## src/rtl/processor_pkg.sv

```systemverilog
// Shared processor definitions: loader FSM states, HALT pad word and opcodes.
package processor_pkg;

  // Pad value written into unused instruction words (opcode HALT, operand 0).
  localparam logic [15:0] HALT_WORD = 16'h5000;

  // Opcodes, also decoded by the ControlUnit.
  localparam logic [3:0] OP_NOP   = 4'h0;
  localparam logic [3:0] OP_STORE = 4'h1;
  localparam logic [3:0] OP_LOAD  = 4'h2;
  localparam logic [3:0] OP_ADD   = 4'h3;
  localparam logic [3:0] OP_SUB   = 4'h4;
  localparam logic [3:0] OP_HALT  = 4'h5;

  // Loader sequencing states.
  typedef enum logic [2:0] {
    IDLE  = 3'd0,
    LOAD  = 3'd1,
    CHECK = 3'd2,
    FILL  = 3'd3,
    DONE  = 3'd4,
    ERROR = 3'd5
  } loader_state_e;

endpackage

```

## src/rtl/imem_loader.sv

```systemverilog
// Instruction memory writer: streams a program into IMEM, checks a trailing
// checksum, pads the rest with HALT and releases the processor on success.
module imem_loader #(
  parameter int                 ADDR_W    = 7,
  parameter int                 DATA_W    = 16,
  parameter int                 DEPTH     = 128,
  parameter logic [DATA_W-1:0]  HALT_WORD = processor_pkg::HALT_WORD
) (
  input  logic              Clk,
  input  logic              Reset,
  input  logic              Start,
  input  logic [ADDR_W:0]   Len,
  input  logic [DATA_W-1:0] In_Data,
  input  logic              In_Valid,
  output logic              In_Ready,
  output logic              IM_Wr,
  output logic [ADDR_W-1:0] IM_Addr,
  output logic [DATA_W-1:0] IM_Data,
  output logic              CPU_Reset,
  output logic              Busy,
  output logic              Done,
  output logic              Err
);
  import processor_pkg::*;

  // Count/length registers need one extra bit so a full-depth length fits.
  localparam int             CNT_W   = ADDR_W + 1;
  localparam logic [CNT_W-1:0] LEN_MAX = CNT_W'(DEPTH);
  localparam logic [CNT_W-1:0] CNT_ONE = CNT_W'(1);
  localparam logic [CNT_W-1:0] ADDR_TOP = CNT_W'(DEPTH - 1);

  loader_state_e     state_q;
  logic [CNT_W-1:0]  len_q;
  logic [CNT_W-1:0]  count_q;
  logic [CNT_W-1:0]  count_d;
  logic [DATA_W-1:0] sum_q;
  logic [DATA_W-1:0] sum_d;
  logic              in_ready_q;
  logic              im_wr_q;
  logic [ADDR_W-1:0] im_addr_q;
  logic [DATA_W-1:0] im_data_q;
  logic              cpu_reset_q;
  logic              busy_q;
  logic              done_q;
  logic              err_q;

  logic              hs_s;
  logic              len_ok_s;
  logic              last_word_s;
  logic              full_len_s;
  logic              fill_last_s;
  logic              sum_match_s;

  assign In_Ready  = in_ready_q;
  assign IM_Wr     = im_wr_q;
  assign IM_Addr   = im_addr_q;
  assign IM_Data   = im_data_q;
  assign CPU_Reset = cpu_reset_q;
  assign Busy      = busy_q;
  assign Done      = done_q;
  assign Err       = err_q;

  // Handshake, running checksum/count next values and the FSM decision terms.
  always_comb begin
    hs_s        = In_Valid && in_ready_q;
    sum_d       = sum_q + In_Data;
    count_d     = count_q + CNT_ONE;
    len_ok_s    = (Len != {CNT_W{1'b0}}) && (Len <= LEN_MAX);
    last_word_s = (count_q == (len_q - CNT_ONE));
    full_len_s  = (len_q == LEN_MAX);
    fill_last_s = (count_q == ADDR_TOP);
    sum_match_s = (In_Data == sum_q);
  end

  // Loader FSM with all outputs registered; IM_Wr is a one-cycle strobe.
  always_ff @(posedge Clk) begin
    if (Reset) begin
      state_q     <= IDLE;
      len_q       <= {CNT_W{1'b0}};
      count_q     <= {CNT_W{1'b0}};
      sum_q       <= {DATA_W{1'b0}};
      in_ready_q  <= 1'b0;
      im_wr_q     <= 1'b0;
      im_addr_q   <= {ADDR_W{1'b0}};
      im_data_q   <= {DATA_W{1'b0}};
      cpu_reset_q <= 1'b1;
      busy_q      <= 1'b0;
      done_q      <= 1'b0;
      err_q       <= 1'b0;
    end else begin
      im_wr_q <= 1'b0;
      case (state_q)
        IDLE, DONE, ERROR: begin
          if (Start) begin
            done_q      <= 1'b0;
            cpu_reset_q <= 1'b1;
            if (len_ok_s) begin
              len_q      <= Len;
              count_q    <= {CNT_W{1'b0}};
              sum_q      <= {DATA_W{1'b0}};
              err_q      <= 1'b0;
              busy_q     <= 1'b1;
              in_ready_q <= 1'b1;
              state_q    <= LOAD;
            end else begin
              err_q   <= 1'b1;
              state_q <= ERROR;
            end
          end
        end
        LOAD: begin
          if (hs_s) begin
            im_wr_q   <= 1'b1;
            im_addr_q <= count_q[ADDR_W-1:0];
            im_data_q <= In_Data;
            sum_q     <= sum_d;
            count_q   <= count_d;
            if (last_word_s) begin
              state_q <= CHECK;
            end
          end
        end
        CHECK: begin
          // The checksum word is consumed here and never written to memory.
          if (hs_s) begin
            in_ready_q <= 1'b0;
            if (!sum_match_s) begin
              busy_q  <= 1'b0;
              err_q   <= 1'b1;
              state_q <= ERROR;
            end else if (full_len_s) begin
              busy_q      <= 1'b0;
              done_q      <= 1'b1;
              cpu_reset_q <= 1'b0;
              state_q     <= DONE;
            end else begin
              state_q <= FILL;
            end
          end
        end
        FILL: begin
          // count_q already equals Len here, so it doubles as the pad address.
          im_wr_q   <= 1'b1;
          im_addr_q <= count_q[ADDR_W-1:0];
          im_data_q <= HALT_WORD;
          count_q   <= count_d;
          if (fill_last_s) begin
            busy_q      <= 1'b0;
            done_q      <= 1'b1;
            cpu_reset_q <= 1'b0;
            state_q     <= DONE;
          end
        end
        default: begin
          in_ready_q  <= 1'b0;
          busy_q      <= 1'b0;
          cpu_reset_q <= 1'b1;
          state_q     <= IDLE;
        end
      endcase
    end
  end

endmodule

```

## config.mk

```make
export PLATFORM = sky130hd
export DESIGN_NAME = imem_loader
export DESIGN_NICKNAME = d
export VERILOG_FILES = /design/src/rtl/processor_pkg.sv /design/src/rtl/imem_loader.sv
export SDC_FILE = /design/constraint.sdc
export NUM_CORES = 1
export LEC_CHECK = 0
export ABC_AREA = 0
export BUFFER_PORTS_ARGS = -buffer_cell sky130_fd_sc_hd__buf_2
export CAP_MARGIN = 10
export CORE_ASPECT_RATIO = 1.25
export CORE_MARGIN = 5
export CORE_UTILIZATION = 56
export CTS_CLUSTER_SIZE = 28
export DETAILED_ROUTE_END_ITERATION = 12
export PLACE_DENSITY_LB_ADDON = 0.12
export SETUP_SLACK_MARGIN = 0.05
export SYNTH_ARGS = -nofsm -noshare
export SYNTH_HDL_FRONTEND = slang
export SYNTH_SLANG_ARGS = --single-unit
```

## constraint.sdc

```tcl
create_clock -name Clk -period 2.55 [get_ports Clk]
set_input_delay 0.1275 -clock Clk [delete_from_list [all_inputs] [get_ports Clk]]
set_output_delay 0.1275 -clock Clk [all_outputs]
set_load 0.02 [all_outputs]
```

Word level (Yosys, flattened, before mapping)
Index checks and enable logic that the tools add are counted.
{"block": "classes", "reduce_logical": 21, "n_div": 0, "n_mux": 47, "multipliers": 0, "bitwise_logic": 2, "order_cmp": 1, "shift": 0, "addsub": 3, "n_eq_ne": 19}
{"operator": "$mux W16", "n": 4}
{"operator": "$pmux W16 S2", "n": 2}
{"operator": "$mux W3", "n": 8}
{"operator": "$mux W8", "n": 3}
{"operator": "$pmux W8 S3", "n": 1}
{"operator": "$mux W1", "n": 20}
{"operator": "$ne A2 B2 Y1 const B", "n": 9}
{"operator": "$reduce_and A6 Y1", "n": 3}
{"operator": "$add A16 B16 Y16", "n": 1}
{"operator": "$eq A16 B16 Y1", "n": 1}
{"operator": "$reduce_and A4 Y1", "n": 4}
{"operator": "$pmux W7 S2", "n": 1}
{"operator": "$pmux W3 S4", "n": 1}
{"operator": "$add A8 B1 Y8 const B", "n": 1}
{"operator": "$eq A8 B7 Y1 const B", "n": 1}
{"operator": "$eq A8 B8 Y1", "n": 1}
{"operator": "$eq A8 B8 Y1 const B", "n": 1}
{"operator": "$le A8 B8 Y1 const B", "n": 1}
{"operator": "$pmux W1 S4", "n": 2}
{"operator": "$reduce_bool A8 Y1", "n": 1}
{"operator": "$sub A8 B1 Y8 const B", "n": 1}
{"operator": "$mux W7", "n": 1}
{"operator": "$eq A3 B2 Y1 const B", "n": 2}
{"operator": "$eq A3 B3 Y1 const B", "n": 2}
{"operator": "14 further kinds", "n": 21}
{"block": "totals", "n_memories": 0, "mem_bits_ro": 0, "elab_cells": 105, "latch_bits": 0, "ram_bits": 0, "input_bits": 28, "reg_bits": 64, "output_inout_bits": 29}

Logic depth before layout (Yosys ltp)
{"block": "depth", "word_depth": 5, "ltp_mapped": 9, "ltp_nobuf": 9}

Worst setup path after synthesis
No wires, ideal clock.
{"block": "synth_timing", "path_kind": "register to register", "from": "register sum_q[0]", "to": "register sum_q[12]", "slack_ns": 0.223, "n_path_buf": 0, "path_stages_with_launch": 10, "t_arrival_ns": 2.207, "setup_ns": 0.119, "t_required_ns": 2.431, "period_less_slack_ns": 2.327, "path_cell_list": "dfxtp_1 -> ha_1 -> fa_1 -> a21o_1 -> a21o_1 -> a221oi_1 -> o21ai_0 -> mux2i_1 -> o31ai_1 -> nand2_1"}
{"block": "synth_between", "elab_chain_cells": 3}
{"element": "start, declared", "line": "imem_loader.sv:36", "source": "logic [DATA_W-1:0] sum_q;"}
{"element": "start signal, assigned", "line": "imem_loader.sv:81", "source": "sum_q <= {DATA_W{1'b0}};"}
{"element": "start signal, assigned", "line": "imem_loader.sv:100", "source": "sum_q <= {DATA_W{1'b0}};"}
{"element": "start signal, assigned", "line": "imem_loader.sv:116", "source": "sum_q <= sum_d;"}
{"element": "$add A16 B16 Y16", "line": "imem_loader.sv:66", "source": "sum_d = sum_q + In_Data;"}
{"element": "$mux W16", "line": "imem_loader.sv:112", "source": "if (hs_s) begin"}
{"element": "$pmux W16 S2", "line": "imem_loader.sv:92", "source": "case (state_q)"}
No other way between the ends. The select of a mux whose other input is x is not followed.
A chain may end at the register's enable or synchronous reset.

Worst setup path in the final report
{"block": "layout_timing", "from": "register sum_q[1]", "to": "register sum_q[7]"}
The elaborated chain is that of the path after synthesis.

==> flow_summary.ini <==
[synthesis]
ys_ff_latch = 64
synth_fp_nets = 452
synth_area_per_cell_sq_um = 8.60
synth_top_area_cell = dfxtp_1
syn_inst = 405
synth_edf_count = 0
synth_area_leaders = dfxtp_1 37%, ha_1 6.5%, a21oi_1 6.0%
synth_area_sq_um = 3480
synth_cell_types = 55
yosys_warnings = 0
seq_area_frac_synth_pct = 36.8
synthDominantCellAreaShare_pct = 36.8
ys.flop_type = dfxtp_1
synth-async-reset-ratio_pct = 0

[timing]
worst_pin_slew_ns = 0.938
slew_violations = 0
timing.final.crit_share_pct = 94.8
fin_skew_ns = 0.00626
finalCriticalPeriod_ns = 2.42
setup_violations = 0
rsz0062_at_grt = no
fmax_mhz = 414
slew_headroom_pct = 37.2
finalHoldViolations = 0

[pwr]
p_leak_nw = 1.74
clock_power_share_pct = 34.4
irDropWorstVdd_mv = 0.467
internal_power_w = 0.00170
pwr-share-seq_pct = 44.8
power.total_w = 0.00245
p_sw_share_pct = 30.6
p_comb_share_pct = 20.8
p_sw_w = 0.000751
p_per_area_nw_per_um2 = 599

[layout]
syn2layout_area_growth_pct = 17.5
final_cell_mix = 64 x dfxtp_1, 56 x buf_2, 46 x nand2_1
fin_cells = 552
design_area_sq_um = 4090
drive_gt1_share_pct = 21.6
layout_commonest_cell = dfxtp_1
antennaDiodeCount = 0
fin_nets = 509

[cts]
root_buffer = clkbuf_8
cts_buffers = 9
clk_pin_slew_ns = 0.07
cts_tree = built
clock-sinks = 64
cts_htree_levels = 3
clkLatencyLatePin_ns = 0.35
clockBufferDepth = 2

[critical_path]
path_class = register to register
cp.required_ns = 2.79
crit_fanout = 3
timing.critical_path.arrival_ns = 2.66
end_kind = register
start_kind = register

[global_route]
grt_max_degree = 31
grt_pass1_vias = 3122
antenna_found_initial = 0
grt_pass1_wl_mm = 14.4
grt.total_usage_pct = 22.9
overflow = 0

[floorplan]
die_area_sq_um = 7910
die_x_um = 80.5
die_h_um = 98.2
core_area_sq_um = 6130
rows = 32
pin_count = 57
start_util_pct = 56.9

[detailed_routing]
routed_wl_mm = 8.76
vias_per_cell = 5.86
via_count = 3233
dr.pass1.iters = 4
wl_per_cell_um = 15.9
drc = 0
ant_nets = 0
drt_iter0_markers = 206

[placed_design]
gp_congestion = 0.895
dpl_cell_area_sq_um = 3880
placedCellCount = 534
place.port_buffers = 56
dp_hpwl_mm = 6.30

[run]
max_cap_violations = 0

[run_status]
run_status = completed

[worst_hold_path]
hold_path_class = primary input to register
[power groups by stage]
stage	sequential, W	clock (W)	combinational, W
floorplan	0.00113	0	0.000342
global placement	0.00112	0	0.000492
detailed placement	0.00112	0	0.000501
CTS	0.00110	0.000853	0.000505
global route	0.00111	0.000897	0.000559
finish	0.00110	0.000844	0.000510
[final timing paths]
path,from,to,slack [ns],depth (start not counted)
worst min register to register,sum_q[12],sum_q[12],0.44,2
worst max register to register,sum_q[1],sum_q[7],0.13,8
worst min-delay path,In_Data[10],IM_Data[10],0.02,2
worst max-delay path,sum_q[1],sum_q[7],0.13,8
[worst max-delay path, cell delays in order (launching register included)]
cell       delay, ns
dfxtp_1         0.40
ha_1            0.28
a211oi_1        0.33
nor2_1          0.12
or2_2           0.30
a2111oi_1       0.43
a21oi_1         0.10
xor2_1          0.16
a22o_1          0.18
[cell type report]
class / instances / area [sq um]
timing repair buffer: 70 / 398
clock buffer: 12 / 135
inverter: 8 / 30.0
fill: 543 / 2030
clock inverter: 4 / 45.0
multi-input combinational: 309 / 2100
tap: 85 / 106
sequential: 64 / 1280
[repair_timing]
item | in CTS | in global routing
hold buffers | 0 | 0
setup endpoints to repair | 1 | 7
resized for setup | 1 | 5
pin swaps | 1 | 3
buffers inserted | 0 | 2
hold endpoints to repair | 0 | 0
[routing by layer]
| metal | track usage (%) | routed length, um |
|---|---|---|
| met1 | 26.4 | 3660 |
| met2 | 39.3 | 4470 |
| met3 | 3.97 | 356 |
| met4 | 12.6 | 270 |
| met5 | 0 | 0 |
[sequential cells by signal (all words and copies together) (netlist names)]
signal	count
IM_Wr	1
Done	1
count_q	8
len_q	8
sum_q	16
CPU_Reset	1
Busy	1
In_Ready	1
state_q	3
Err	1
IM_Data	16
IM_Addr	7
[cells by family after synthesis]
| kind of cell | count (synthesis) | synth area share (%) |
|---|---|---|
| compound gates | 120 | 24.2 |
| xor+xnor | 26 | 6.54 |
| buf+inv | 32 | 3.66 |
| mux | 3 | 0.898 |
| fa+ha+maj | 19 | 7.04 |
| simple gates | 141 | 20.9 |
| flops | 64 | 36.8 |
[through the flow]
step	setup TNS (ns)	setup WS, ns	hold slack, ns	util, %
floorplan	0	0.223	0.260	-
global placement	0	0.0599	0.369	63.3
detailed placement	-0.00944	-0.00944	0.368	63.3
CTS	0	0.0872	0.00913	66.2
global route	0	0.0519	0.0203	66.8
finish	0	0.133	0.0152	66.8
[synthesized netlist by cell type (3+ instances only)]
cell type and number:
a211oi_1 4, a21boi_0 3, a21o_1 7, a21oi_1 42, a22o_1 23, a31oi_1 4, and3_1 4, buf_2 6
clkbuf_1 18, dfxtp_1 64, ha_1 18, inv_1 8, nand2_1 46, nand2b_1 4, nand3_1 14, nand3b_1 5
nand4_1 4, nor2_1 23, nor2b_1 4, nor3_1 14, nor4_1 6, o211ai_1 3, o21ai_0 15, o31ai_1 3
xnor2_1 14, xor2_1 12
Note: power is estimated with default switching activity, not from simulation.
